### src/rtl/bus_ctrl.sv
// bus_ctrl: memory-mapped bus controller between an OPC-family CPU and up to
// NSLAVES peripherals. Priority-decodes the CPU address against per-region
// base/mask pairs, drives active-low chip selects, muxes slave read data back
// to the CPU and stretches accesses by a per-region wait count via clken.
//
// Optional feature macro: BUS_TIMEOUT_EN (ready handshake + timeout/bus_err).
//
// Ports:
//   clk, reset        clock, asynchronous active-high reset
//   address/rnw/req   CPU access (req = vda|vpa)
//   clken             CPU clock enable (low while an access is stretched)
//   cpu_din           read data to CPU (all ones on miss/idle/timeout)
//   cs_b              per-slave chip select, active low
//   wr_stb            one-cycle write strobe on the completing cycle
//   slave_dout        packed slave read data, slave i at [i*DSIZE +: DSIZE]
//   slave_ready       per-slave ready (BUS_TIMEOUT_EN only)
//   miss              current access hits no region
//   bus_err, err_clr  sticky timeout flag and its synchronous clear
module bus_ctrl #(
    parameter int unsigned ASIZE   = 20,
    parameter int unsigned DSIZE   = 32,
    parameter int unsigned NSLAVES = 2,
    parameter int unsigned WBITS   = 4,
    parameter logic [NSLAVES*ASIZE-1:0] BASE  = {20'h00000, 20'h0FE08},
    parameter logic [NSLAVES*ASIZE-1:0] MASK  = {20'h0C000, 20'h0FFFE},
    parameter logic [NSLAVES*WBITS-1:0] WAITS = {4'd1, 4'd0},
    parameter int unsigned TIMEOUT = 64
) (
    input  logic                     clk,
    input  logic                     reset,
    input  logic [ASIZE-1:0]         address,
    input  logic                     rnw,
    input  logic                     req,
    output logic                     clken,
    output logic [DSIZE-1:0]         cpu_din,
    output logic [NSLAVES-1:0]       cs_b,
    output logic                     wr_stb,
    input  logic [NSLAVES*DSIZE-1:0] slave_dout,
    input  logic [NSLAVES-1:0]       slave_ready,
    output logic                     miss,
    output logic                     bus_err,
    input  logic                     err_clr
);

    // Elaboration-time parameter range checks
    if (NSLAVES < 1 || NSLAVES > 8) begin : g_bad_nslaves
        $error("bus_ctrl: NSLAVES must be 1..8");
    end
    if (TIMEOUT < 2 || TIMEOUT > 65535) begin : g_bad_timeout
        $error("bus_ctrl: TIMEOUT must be 2..65535");
    end

    typedef enum logic {S_IDLE = 1'b0, S_WAIT = 1'b1} state_t;

    state_t             state, state_nxt;
    logic [WBITS-1:0]   cnt, cnt_nxt;

    logic               hit;
    logic [NSLAVES-1:0] win_sel;
    logic [DSIZE-1:0]   win_dout;
    logic [WBITS-1:0]   win_w;
    logic               ready_c;
    logic               timeout_c;
    logic               done_c;

    // Priority decode: iterate high to low so the lowest hitting index wins
    always_comb begin
        hit      = 1'b0;
        win_sel  = '0;
        win_dout = '1;
        win_w    = '0;
        for (int i = int'(NSLAVES) - 1; i >= 0; i--) begin
            if ((address & MASK[i*ASIZE +: ASIZE]) == BASE[i*ASIZE +: ASIZE]) begin
                hit        = 1'b1;
                win_sel    = '0;
                win_sel[i] = 1'b1;
                win_dout   = slave_dout[i*DSIZE +: DSIZE];
                win_w      = WAITS[i*WBITS +: WBITS];
            end
        end
    end

`ifdef BUS_TIMEOUT_EN
    localparam logic [15:0] TO_LAST = 16'(TIMEOUT - 1);

    logic [15:0] tcnt, tcnt_nxt;

    assign ready_c   = |(slave_ready & win_sel);
    // Cycle k of an access sees tcnt = k-1, so this fires on cycle TIMEOUT
    assign timeout_c = (state == S_WAIT) && !((cnt == '0) && ready_c) && (tcnt >= TO_LAST);

    always_comb begin
        tcnt_nxt = tcnt;
        if (state == S_IDLE) begin
            tcnt_nxt = (req && hit && (win_w != '0)) ? 16'd1 : 16'd0;
        end else if (done_c) begin
            tcnt_nxt = 16'd0;
        end else if (tcnt != 16'hFFFF) begin
            tcnt_nxt = tcnt + 16'd1;
        end
    end

    always_ff @(posedge clk or posedge reset) begin
        if (reset) tcnt <= 16'd0;
        else       tcnt <= tcnt_nxt;
    end

    // Sticky error: a timeout in the same cycle beats err_clr
    always_ff @(posedge clk or posedge reset) begin
        if (reset)          bus_err <= 1'b0;
        else if (timeout_c) bus_err <= 1'b1;
        else if (err_clr)   bus_err <= 1'b0;
    end
`else
    logic unused_inputs;

    assign unused_inputs = ^{slave_ready, err_clr};
    assign ready_c       = 1'b1;
    assign timeout_c     = 1'b0;
    assign bus_err       = 1'b0;
`endif

    assign done_c = ((cnt == '0) && ready_c) || timeout_c;

    // State register
    always_ff @(posedge clk or posedge reset) begin
        if (reset) begin
            state <= S_IDLE;
            cnt   <= '0;
        end else begin
            state <= state_nxt;
            cnt   <= cnt_nxt;
        end
    end

    // Next-state and wait counter
    always_comb begin
        state_nxt = state;
        cnt_nxt   = cnt;
        case (state)
            S_IDLE: begin
                if (req && hit && (win_w != '0)) begin
                    state_nxt = S_WAIT;
                    cnt_nxt   = win_w - WBITS'(1);
                end
            end
            S_WAIT: begin
                if (cnt != '0) cnt_nxt = cnt - WBITS'(1);
                if (done_c) begin
                    state_nxt = S_IDLE;
                    cnt_nxt   = '0;
                end
            end
            default: begin
                state_nxt = S_IDLE;
                cnt_nxt   = '0;
            end
        endcase
    end

    // Combinational CPU/slave-side outputs; reset forces the idle bus view
    always_comb begin
        clken   = 1'b1;
        cs_b    = '1;
        cpu_din = '1;
        miss    = 1'b0;
        wr_stb  = 1'b0;
        if (!reset) begin
            miss = req && !hit;
            if (req && hit) begin
                cs_b    = ~win_sel;
                cpu_din = win_dout;
            end
            case (state)
                S_IDLE:  if (req && hit && (win_w != '0)) clken = 1'b0;
                S_WAIT:  if (!done_c) clken = 1'b0;
                default: clken = 1'b1;
            endcase
            if (timeout_c) cpu_din = '1;
            wr_stb = req && !rnw && clken && hit && !timeout_c;
        end
    end

endmodule

### config.mk
export PLATFORM = sky130hd
export DESIGN_NAME = bus_ctrl
export DESIGN_NICKNAME = d
export VERILOG_FILES = /design/src/rtl/bus_ctrl.sv
export SDC_FILE = /design/constraint.sdc
export NUM_CORES = 1
export LEC_CHECK = 0
export ABC_AREA = 1
export ABC_CLOCK_PERIOD_IN_PS = 2080
export CORE_UTILIZATION = 41
export DETAILED_ROUTE_END_ITERATION = 10
export DONT_BUFFER_PORTS = 1
export GPL_TIMING_DRIVEN = 1
export REMOVE_ABC_BUFFERS = 1
export SLEW_MARGIN = 30
export SYNTH_ARGS = -nofsm -noshare
export SYNTH_HDL_FRONTEND = slang
export SYNTH_SLANG_ARGS = --single-unit
### constraint.sdc
create_clock -name clk -period 2.08 [get_ports clk]
set_input_delay 0.416 -clock clk [delete_from_list [all_inputs] [get_ports clk]]
set_output_delay 0.416 -clock clk [all_outputs]
set_load 0.01 [all_outputs]
==> impl_results.md <==
* Status: complete, no violations
* GRT overflow at 0
* Top-area cell type share of the netlist area at 0.3117
* Synth Flop Type: dfrtp_1
* Clk_lat worst skew at 250 ps
* EDFF count, synth at 0
* Final TNS setup at 0 ps
* Sequential share of the synthesized area at 0.08881
* R2R setup slack at roughly 1100 ps
* Clock Path Buffers at 2
* Die Ht at a little over 60 um
* GRT Overall Usage at 0.1824
* Syn Area/Cell at approximately 4.6 um^2
* # rows at 20
* Async set or reset register ratio after synthesis at 1.000
* Most common cell after layout, fill and taps aside: nand2_1
* Cts bufs inserted at 3
* Peak supply drop at between 0.2 and 0.3 mV
* Fin. Hold Viols at 0
* MaxCap Viol Count at 0
* Htree depth at 1
* CTS resizes at 0
* Leakage at around 0.00094 uW
* Initial Util at 0.4468
* Reg2Reg Depth at 4
* Layout cell share with drive strength beyond 1 at 0.06885
* Avg Vias per Cell at 4.673
* Crit Path Max Fanout at 4
* Initial antenna violation count at 0
* Reg clk slew, reported paths at about 50 ps
* Post-CTS setup buffer count at 0
* RR Startpoint: cnt[0]
* FF-to-FF End: state
* ANT cells at 0
* Clk sink count at 5
* Type of the worst setup path: reg -> out
* Initial DRC count at about 170
* HPWL after DPL at about 2900 um
* Design Power at roughly 330 uW
* Routability congestion estimate from global placement at approximately 0.9
* Die area at 3675 um^2
* Crit path time final at ~1900 ps
* Wirelength, routed at about 3700 um
* DRC violations left at 0
* Hold Path Class: in -> async
* Largest net degree at the start of global routing at 35
* Top-Level Pins at roughly 130
* I/O Buffers at 0
* Final period utilization at 0.9259
* Post-DR wirelength/cell at around 11 um
* Cell taking the most area after synthesis: nand2_1
* CORE AREA at 3153 um^2
* Clock root buffer: clkbuf_4
* Final core occ at 0.4726
* RSZ-0062 raised after global routing: false
* Critical Path RT at between 1500 and 2000 ps
* Final ANT Viol Nets at 0
* Critical path launch point type: flip-flop
* Post-Place Cells at between 300 and 400
* Nets at 397
* First-pass GRT wire length at roughly 5200 um
* Layout area overhead at 5.773%
* # setup viols final at 0
* Dpl ws at around 200 ps
* Synth Register Bits at 5
* Multi-input logic area at ~1000 um^2
* Worst Clk Skew at 8.008 ps
* Mapped Cells at between 300 and 400
* Die W at between 60 and 70 um
* Number of global-route vias before repair at 1,198
* Fillcell total at between 300 and 400
* Cell variety after synth at 23
* WP data arrival at around 1500 ps
* Register area at between 100 and 150 um^2
* Synth Cell Area at approximately 1400 um^2
* Drt pass-1 iters at 4
* Crit end category: output port
* CTS tree: yes
* Routed via count at 1,631
* Cell Pwr Density at 219.5 nW/um^2
* Syn. warnings at 0
* Count of pins over their slew limit at 0
* Final worst slack at around 150 ps
* Max Clk Rate at 519.3 MHz
* Hold Buf Count CTS at 0
* Synth area leaders: nand2_1 31%, nor2_1 21%, or2_1 13%
* Most frequent cells in the layout: 117 x nand2_1, 78 x nor2_1, 39 x inv_1, 29 x or2_1, 10 x buf_4
* Post-route insts no fill at about 350
==> routing by layer <==
| layer | global-route usage | up-vias | part of all wire |
|---|---|---|---|
| met5 | 0 | - | 0 |
| met4 | 0.02273 | 0 | 0 |
| met3 | 0.03412 | 0 | 0.084 |
| met2 | 0.3532 | 66 | 0.49 |
| met1 | 0.2116 | 690 | 0.42 |
| li1 | - | 875 | - |
==> critical path, stage by stage, from the launching register on <==
cell and delay [ps]:
dfrtp_1 400, nor2_1 250, nand2_1 80, nand2_1 80, nand2_1 80, nor3_1 130
nand2_1 60, nor2_1 180
==> logic make-up (layout without fill, tap and decap cells) <==
family | after synthesis | in the layout | synth area share
AND/OR/NAND/NOR | 238 | 238 | 0.7069
buffers and inverters | 57 | 56 | 0.1767
AO/OA/AOI/OAI | 5 | 5 | 0.02487
flip-flops | 5 | 5 | 0.08881
other | 1 | 1 | 0.002662
==> cell usage after synthesis (2+ instances only) <==
| master | instances |
|---|---|
| clkbuf_2 | 3 |
| or2_1 | 29 |
| or2_2 | 3 |
| buf_2 | 7 |
| dfrtp_1 | 5 |
| nand2_1 | 117 |
| inv_1 | 39 |
| nand3_1 | 4 |
| nand3b_1 | 2 |
| nor2_1 | 78 |
| nor3_1 | 2 |
| buf_4 | 6 |
==> how the worst max path moves through the flow <==
stage                start     endpoint  depth (start not counted)
6_report            cnt[0]       wr_stb                          7
2_1_floorplan   address[8]   cpu_din[0]                          6
4_1_cts             cnt[0]       wr_stb                          7
3_3_place_gp   address[14]  cpu_din[23]                          6
3_5_place_dp    address[8]  cpu_din[23]                          8
5_1_grt             cnt[0]       wr_stb                          7
==> report_power, final <==
group / internal (uW) / switching [uW]
Sequential: 98.3 / 0.996
Combinational: 42.3 / 69.4
Clock: 72.8 / 43.4
Total: 213 / 114
==> state kept, by name (all words and copies together) (netlist names) <==
| register | flops |
|---|---|
| cnt | 4 |
| state | 1 |
==> cell type report <==
class | count | share of cell area
clock buffer | 4 | 0.01763
inverter | 41 | 0.1033
timing repair buffer | 11 | 0.06381
multi-input combinational | 244 | 0.6944
tap | 44 | 0.03694
sequential | 5 | 0.08396
==> through the flow <==
stage / hold slack (ps) / cell area, um^2
global route: 82.32 / 1490
floorplan: 353.1 / 1314
global placement: 342.6 / 1464
detailed placement: 344.8 / 1464
finish: 77.86 / 1490
CTS: 79.02 / 1490
Power figures use the tool's default switching activity.
